File: src/rtl/str_window_former.sv
// Byte-stream to sliding-window former: emits every overlapping STR_SIZE-byte window
// of each packet on a valid/ready port, with saturating statistics counters.
module str_window_former #(
   parameter int BYTE_W   = 8,
   parameter int STR_SIZE = 3,
   parameter int CNT_W    = 32
) (
   input  logic                             clk_i,
   input  logic                             rst_n_i,
   input  logic [BYTE_W-1:0]                data_i,
   input  logic                             sop_i,
   input  logic                             eop_i,
   input  logic                             valid_i,
   output logic                             ready_o,
   output logic [STR_SIZE-1:0][BYTE_W-1:0]  data_o,
   output logic                             valid_o,
   input  logic                             ready_i,
   output logic [CNT_W-1:0]                 windows_cnt_o,
   output logic [CNT_W-1:0]                 short_pkt_cnt_o,
   output logic [CNT_W-1:0]                 proto_err_cnt_o,
   input  logic                             cnt_clean_stb_i
);

   localparam int                FILL_W    = $clog2(STR_SIZE + 1);
   localparam logic [FILL_W-1:0] FILL_FULL = FILL_W'(STR_SIZE);

   function automatic logic [CNT_W-1:0] sat_inc(input logic [CNT_W-1:0] c);
      return (&c) ? c : c + CNT_W'(1);
   endfunction

   // Reset asserts immediately but releases two clock edges after rst_n_i rises
   logic [1:0] rst_sync;
   logic       rst_n;

   always_ff @(posedge clk_i or negedge rst_n_i) begin
      if (!rst_n_i) rst_sync <= '0;
      else          rst_sync <= {rst_sync[0], 1'b1};
   end

   assign rst_n = rst_sync[1];

   logic [STR_SIZE-1:0][BYTE_W-1:0] shreg_p0, shreg_upd, win_p1;
   logic [FILL_W-1:0]               fill_p0, fill_upd;
   logic                            in_pkt_p0, vld_p1;
   logic                            accept, used, win_load, xfer;
   logic                            short_ev, proto_ev;
   logic [CNT_W-1:0]                win_cnt, short_cnt, proto_cnt;

   assign ready_o  = !vld_p1 || ready_i;
   assign accept   = valid_i && ready_o;
   assign used     = accept && (sop_i || in_pkt_p0);
   assign win_load = used && (fill_upd == FILL_FULL);
   assign xfer     = vld_p1 && ready_i;

   always_comb begin
      fill_upd = fill_p0;
      if (sop_i)                      fill_upd = FILL_W'(1);
      else if (fill_p0 != FILL_FULL) fill_upd = fill_p0 + FILL_W'(1);
      shreg_upd = shreg_p0;
      for (int i = 0; i < STR_SIZE - 1; i++) shreg_upd[i] = shreg_p0[i+1];
      shreg_upd[STR_SIZE-1] = data_i;
   end

   // A sop that aborts a short packet and a short packet ending here collapse into one event
   assign proto_ev = accept && ((sop_i && in_pkt_p0) || (!sop_i && !in_pkt_p0));
   assign short_ev = used && ((sop_i && in_pkt_p0 && (fill_p0 < FILL_FULL)) ||
                              (eop_i && (fill_upd < FILL_FULL)));

   // Stage p0: packet state and byte history
   always_ff @(posedge clk_i or negedge rst_n) begin
      if (!rst_n) begin
         shreg_p0  <= '0;
         fill_p0   <= '0;
         in_pkt_p0 <= 1'b0;
      end else if (used) begin
         shreg_p0 <= shreg_upd;
         if (eop_i) begin
            fill_p0   <= '0;
            in_pkt_p0 <= 1'b0;
         end else begin
            fill_p0   <= fill_upd;
            in_pkt_p0 <= 1'b1;
         end
      end
   end

   // Stage p1: output window register, held while downstream stalls
   always_ff @(posedge clk_i or negedge rst_n) begin
      if (!rst_n) begin
         vld_p1 <= 1'b0;
         win_p1 <= '0;
      end else if (win_load) begin
         vld_p1 <= 1'b1;
         win_p1 <= shreg_upd;
      end else if (ready_i) begin
         vld_p1 <= 1'b0;
      end
   end

   assign valid_o = vld_p1;
   assign data_o  = win_p1;

   always_ff @(posedge clk_i or negedge rst_n) begin
      if (!rst_n) begin
         win_cnt   <= '0;
         short_cnt <= '0;
         proto_cnt <= '0;
      end else if (cnt_clean_stb_i) begin
         win_cnt   <= '0;
         short_cnt <= '0;
         proto_cnt <= '0;
      end else begin
         if (xfer)     win_cnt   <= sat_inc(win_cnt);
         if (short_ev) short_cnt <= sat_inc(short_cnt);
         if (proto_ev) proto_cnt <= sat_inc(proto_cnt);
      end
   end

   assign windows_cnt_o   = win_cnt;
   assign short_pkt_cnt_o = short_cnt;
   assign proto_err_cnt_o = proto_cnt;

endmodule
File: config.mk
export PLATFORM = sky130hd
export DESIGN_NAME = str_window_former
export DESIGN_NICKNAME = d
export VERILOG_FILES = /design/src/rtl/str_window_former.sv
export SDC_FILE = /design/constraint.sdc
export NUM_CORES = 1
export LEC_CHECK = 0
export CORE_UTILIZATION = 40
export DETAILED_ROUTE_END_ITERATION = 16
export HOLD_SLACK_MARGIN = 0.12
export PLACE_DENSITY = 0.61
export RECOVER_POWER = 100
export SYNTH_ARGS = -nofsm -noshare
export SYNTH_HDL_FRONTEND = slang
export SYNTH_SLANG_ARGS = --single-unit
export TNS_END_PERCENT = 100
File: constraint.sdc
create_clock -name clk_i -period 4.6 [get_ports clk_i]
set_input_delay 0.92 -clock clk_i [delete_from_list [all_inputs] [get_ports clk_i]]
set_output_delay 0.92 -clock clk_i [all_outputs]
set_load 0.01 [all_outputs]
## Word level (Yosys, flattened, before mapping)

Index checks and enable logic that the tools add are counted.

| operators by class | value |
|---|---|
| $add $sub $neg | 4 |
| order comparisons | 2 |
| equal/unequal tests | 5 |
| muxes and demuxes | 15 |
| reduce and logical (&&, ||, !) cells | 27 |

Operator list:

| operator | number |
|---|---|
| 32-bit two-way mux | 9 |
| 32-bit by 1-bit adder with 32-bit output (second input constant) | 3 |
| 32-bit AND reduction | 3 |
| 1-bit logical AND | 10 |
| 2-bit inequality test (second input constant) | 4 |
| 2-bit nonzero test | 4 |
| 2-bit two-way mux | 3 |
| 2-bit AND reduction | 3 |
| 1-bit logical OR | 4 |
| 2-bit < comparator (second input constant) | 2 |
| 1-bit logical NOT | 3 |
| 1-bit two-way mux | 3 |
| 2-bit by 1-bit adder with 2-bit output (second input constant) | 1 |
| 2-bit equality test (second input constant) | 1 |

| storage, ports and cells | value |
|---|---|
| register bits | 142 |
| input bits | 15 |
| output and inout bits | 122 |
| logic and storage cells | 65 |

## Logic depth before layout (Yosys ltp)

| depth | value |
|---|---|
| depth in word-level cells | 9 |
| gate-level depth with buffers | 9 |

## Worst setup path after synthesis

No wires, ideal clock.

| timing path | value |
|---|---|
| path type | in2reg |
| start | in sop_i |
| end | reg proto_cnt[28], in the netlist proto_err_cnt_o[28] |
| setup time | 78 ps |
| arrival time | 2563 ps |
| data required time | 4522 ps |
| setup slack | 1959 ps |
| cell stages on the path | 7 |
| path buffers | 1 |
| cell sequence | inv_1 > ha_1 > or3_1 > or3b_1 > buf_2 > or3_1 > a21oi_1 |

| between the ends | value |
|---|---|
| word-level cells in the longest chain between the ends | 6 |

RTL lines:

| item | line | source |
|---|---|---|
| from (decl) | 11 | `input logic sop_i,` |
| 1-bit logical NOT | 65 | `assign proto_ev = accept && ((sop_i && in_pkt_p0) \|\| (!sop_i && !in_pkt_p0));` |
| 1-bit logical AND | 65 |  |
| 1-bit logical OR (*) | 65 |  |
| 1-bit logical AND (*) | 65 |  |
| 2-bit nonzero test (no source line) (*) | - |  |
| 2-bit AND reduction (no source line) (*) | - |  |
| to (signal assigned) | 115 | `if (proto_ev) proto_cnt <= sat_inc(proto_cnt);` |
| to (decl) | 47 | `logic [CNT_W-1:0] win_cnt, short_cnt, proto_cnt;` |

Mark *: on every way between the ends. The rest lies on a longest branch, timed or not.
A chain may end at the register's enable or synchronous reset.

## Final worst setup path

| timing path | value |
|---|---|
| start | in sop_i |
| end | reg short_cnt[28], in the netlist short_pkt_cnt_o[28] |

| between the ends | value |
|---|---|
| word-level cells in the longest chain between the ends | 7 |

RTL lines:

| item | line | source |
|---|---|---|
| 2-bit two-way mux | 57 | `if (sop_i) fill_upd = FILL_W'(1);` |
| 2-bit < comparator | 67 | `(eop_i && (fill_upd < FILL_FULL)));` |
| 1-bit logical AND | 67 |  |
| 1-bit logical OR | 66 | `assign short_ev = used && ((sop_i && in_pkt_p0 && (fill_p0 < FILL_FULL)) \|\|` |
| 1-bit logical AND (*) | 66 |  |
| 2-bit nonzero test (no source line) (*) | - |  |
| 2-bit AND reduction (no source line) (*) | - |  |
| to (signal assigned) | 114 | `if (short_ev) short_cnt <= sat_inc(short_cnt);` |
| to (decl) | 47 |  |

Marked as above.

==> metrics.log <==
[metrics] Post-CTS Setup Repair Bufs: 0
[metrics] cell row count: 48
[metrics] number of buffers between clock root and the deepest sink: 2
[metrics] core footprint: 17400 um2
[metrics] root buf cell: clkbuf_16
[metrics] post-layout minimum cycle time: 3700 ps
[metrics] xor/xnor cell area share of the yosys netlist: 0.00492
[metrics] Distinct cells, synth: 53
[metrics] gp weighted congestion: 0.806
[metrics] outcome: complete, but fails checks
[metrics] mean instance size in the synthesized netlist: 9.53 um2
[metrics] number of nets in the layout: 888
[metrics] Power Density: 367 nW/um2
[metrics] number of cells produced by synthesis: 747
[metrics] Peak supply drop: 0.375 mV
[metrics] half-perimeter wire length after detailed placement: 12400 um
[metrics] violated checks: max-capacitance violations, max-slew violations
[metrics] effective utilization at floorplan: 0.410
[metrics] CTS buffer count: 17
[metrics] Slew Limit Headroom: -0.446
[metrics] Clock power frac: 0.413
[metrics] detailed-route DRC error count: 0
[metrics] antenna viol nets, final: 0
[metrics] final worst-path cycle share: 0.805
[metrics] clock insertion delay at the later pin of the skew report: 420 ps
[metrics] first-pass GRT wire length: 30100 um
[metrics] via count of the first global-routing pass: 5863
[metrics] Initial DRC Count: 363
[metrics] global-route usage over all layers: 0.209
[metrics] class of the most critical setup path: input port to register
[metrics] hold-fix buffer count after cts: 0
[metrics] count of filler cells inserted in the layout: 1575
[metrics] total number of yosys warnings: 0
[metrics] RSZ-0062 raised after global routing: no
[metrics] initial antenna violation count: 0
[metrics] final-report hold violation count: 0
[metrics] number of inserted diodes: 0
[metrics] Cells after DPL: 1074
[metrics] quantity of I/O buffers inserted on ports: 136
[metrics] Syn-to-layout area delta: 29.6%
[metrics] share of synthesized cell area in full adder, half adder and majority cells: 0.00879
[metrics] routed len/inst: 16.5 um
[metrics] vias per cell: 5.76
[metrics] I/O pin count: 137
[metrics] worst path required time: 4920 ps
[metrics] Reg power frac: 0.441
[metrics] Synth Area in Simple Gates: 0.258
[metrics] Seq/Total Area, Yosys: 0.499
[metrics] pin count of the biggest net entering global routing: 73
[metrics] mux share of post-synthesis cell area: 0.0598
[metrics] area fraction in compound gates after synthesis: 0.137
[metrics] r2r startpoint: rst_sync[1]
[metrics] combinational power share: 0.146
[metrics] die outline width: 135 um
[metrics] Worst Hold Slack: 354 ps
[metrics] layout cell share with drive strength beyond 1: 0.0885
[metrics] setup clock skew after layout: 9.54 ps
[metrics] HP Start: rst_sync[0]
[metrics] Post-Layout Cell Count: 1106
[metrics] die outline area: 18300 um2
[metrics] switching portion of total power: 0.271
[metrics] Synth Register Bits: 142
[metrics] Data arrival, critical path: 4020 ps
[metrics] Critical Path Start: sop_i
[metrics] combinational family with the most area after synthesis: simple AND/OR/NAND/NOR gates
[metrics] total vias in the final route: 6368
[metrics] detailed-routing iteration count for the pre-antenna-repair pass: 5
[metrics] largest fanout on the critical path: 20
[metrics] TritonCTS clock tree: yes
[metrics] transition time at the pin with the least slew margin: 2170 ps
[metrics] max-slew violation count: 52
[metrics] number of max-capacitance violations reported: 1
[metrics] type of element launching the critical path: input port
[metrics] aggregate global routing overflow: 0
[metrics] cell area after synthesis: 7120 um2
[metrics] clock transition at the registers of the reported paths: 70 ps
[metrics] leakage: 3.94 nW
[metrics] vertical die dimension: 135 um
[metrics] Tightest Hold Check Type: register to register
[metrics] Post-Synthesis Net Count: 767
[metrics] H-tree depth reported by CTS: 4
[metrics] timing-limited maximum frequency: 270 MHz
[metrics] accumulated negative setup slack: 0 ps
[metrics] number of cells upsized or downsized after cts: 0
[metrics] number of sinks driven by the clock tree: 142
[metrics] sum of routed wire length over all layers: 18300 um
[metrics] commonest non-fill, non-tap cells in the layout: dfrtp_1, dlygate4sd3_1, nand2_1, a21oi_1, or3_1
[metrics] most common library cell in the layout ignoring fill and taps: dfrtp_1
[metrics] Critical Path End Type: register
[metrics] Switch Pwr: 919 uW
[metrics] P_int: 2.47 mW
[metrics] Setup violations, final: 0
-- cells by family (layout without fill, tap and decap cells) --
group           after synthesis  in the layout
compound gates              168            168
xor+xnor                      4              4
fa+ha+maj                     5              5
buf+inv                      56            190
flops                       142            142
mux                          38             38
other cells                   1              1
simple gates                333            333
-- critical path, cell delays in order --
cell,delay [ps]
dlygate4sd3_1,610
inv_1,80
ha_1,210
nor3_2,170
clkbuf_1,700
nand3_1,550
or4_1,620
a21oi_1,160
-- power groups by stage --
| stage | sequential, mW | combinational, mW | clock (mW) |
|---|---|---|---|
| 2_1_floorplan | 1.56 | 0.210 | 0 |
| 3_3_place_gp | 1.52 | 0.534 | 0 |
| 3_5_place_dp | 1.52 | 0.540 | 0 |
| 4_1_cts | 1.50 | 0.545 | 1.44 |
| 5_1_grt | 1.52 | 0.545 | 1.49 |
| 6_report | 1.49 | 0.495 | 1.40 |
-- cell type report --
type	instances	area (um2)	area share
Sequential cell	142	3550	0.385
Clock inverter	15	174	0.0189
Multi-Input combinational cell	549	3350	0.363
Tap cell	225	282	0.0305
Clock buffer	17	425	0.0461
Inverter	17	63.8	0.00692
Timing Repair Buffer	141	1380	0.150
-- state kept, by name, indices dropped and copies added, names as in the netlist --
| register | flops |
|---|---|
| data_o | 24 |
| fill_p0 | 2 |
| in_pkt_p0 | 1 |
| proto_err_cnt_o | 32 |
| rst_sync | 2 |
| short_pkt_cnt_o | 32 |
| shreg_p0 | 16 |
| valid_o | 1 |
| windows_cnt_o | 32 |
-- metal layers --
metal  vias up  part of all wire  track usage
li1       3018                 -            -
met1      3148              0.45        0.277
met2       184              0.48        0.332
met3        18             0.059       0.0565
met4         0             0.013       0.0643
met5         -                 0            0
-- path summary, 6_finish.rpt --
| kind | end | slack, ps | cells past startpoint |
|---|---|---|---|
| hold reg to reg | rst_sync[1] | 350 | 0 |
| hold / removal | rst_sync[1] | 350 | 0 |
| max in group asynchronous | data_o[3] | 1500 | 1 |
| setup / recovery | short_pkt_cnt_o[28] | 900 | 8 |
| setup reg to reg | data_o[3] | 1500 | 1 |
| min in group asynchronous | rst_sync[0] | 720 | 1 |
-- cells in the mapped netlist, drive strengths merged --
library cell,instances,area [um2]
nor2,36,135
a211oi,1,7.51
o31ai,34,255
mux2i,2,20.0
nand3,38,190
conb,1,3.75
o21ai,42,210
nand4b,1,8.76
and2,2,12.5
or4,36,278
clkbuf,29,109
a2111o,1,11.3
xnor2,2,17.5
a21o,2,15.0
ha,5,62.6
nand2,92,348
o21ba,1,10.0
nor4b,3,32.5
nor3b,1,7.51
a41o,1,10.0
a21oi,79,395
nand4,26,163
mux2,36,405
and3,4,25.0
or2,4,25.0
dfrtp,142,3550
o211ai,1,7.51
or3b,1,8.76
and4,12,105
nor4,10,68.8
buf,10,56.3
xor2,2,17.5
o41ai,3,26.3
or3,43,269
o21a,1,7.51
or4b,3,30.0
o2111ai,1,8.76
nor3,7,40.0
a22o,1,8.76
inv,17,63.8
nand2b,2,12.5
nor2b,12,75.1
-- per-stage QoR --
stage	total power, mW	setup slack (ps)	cell area (um2)	utilization
final	3.39	896	9230	0.532
after global routing	3.55	532	9230	0.532
after CTS	3.49	1140	9240	0.533
after detailed placement	2.06	902	8640	0.498
after global placement	2.05	981	8640	0.498
after floorplan	1.77	351	7120	-
Note: power is estimated with default switching activity, not from simulation.
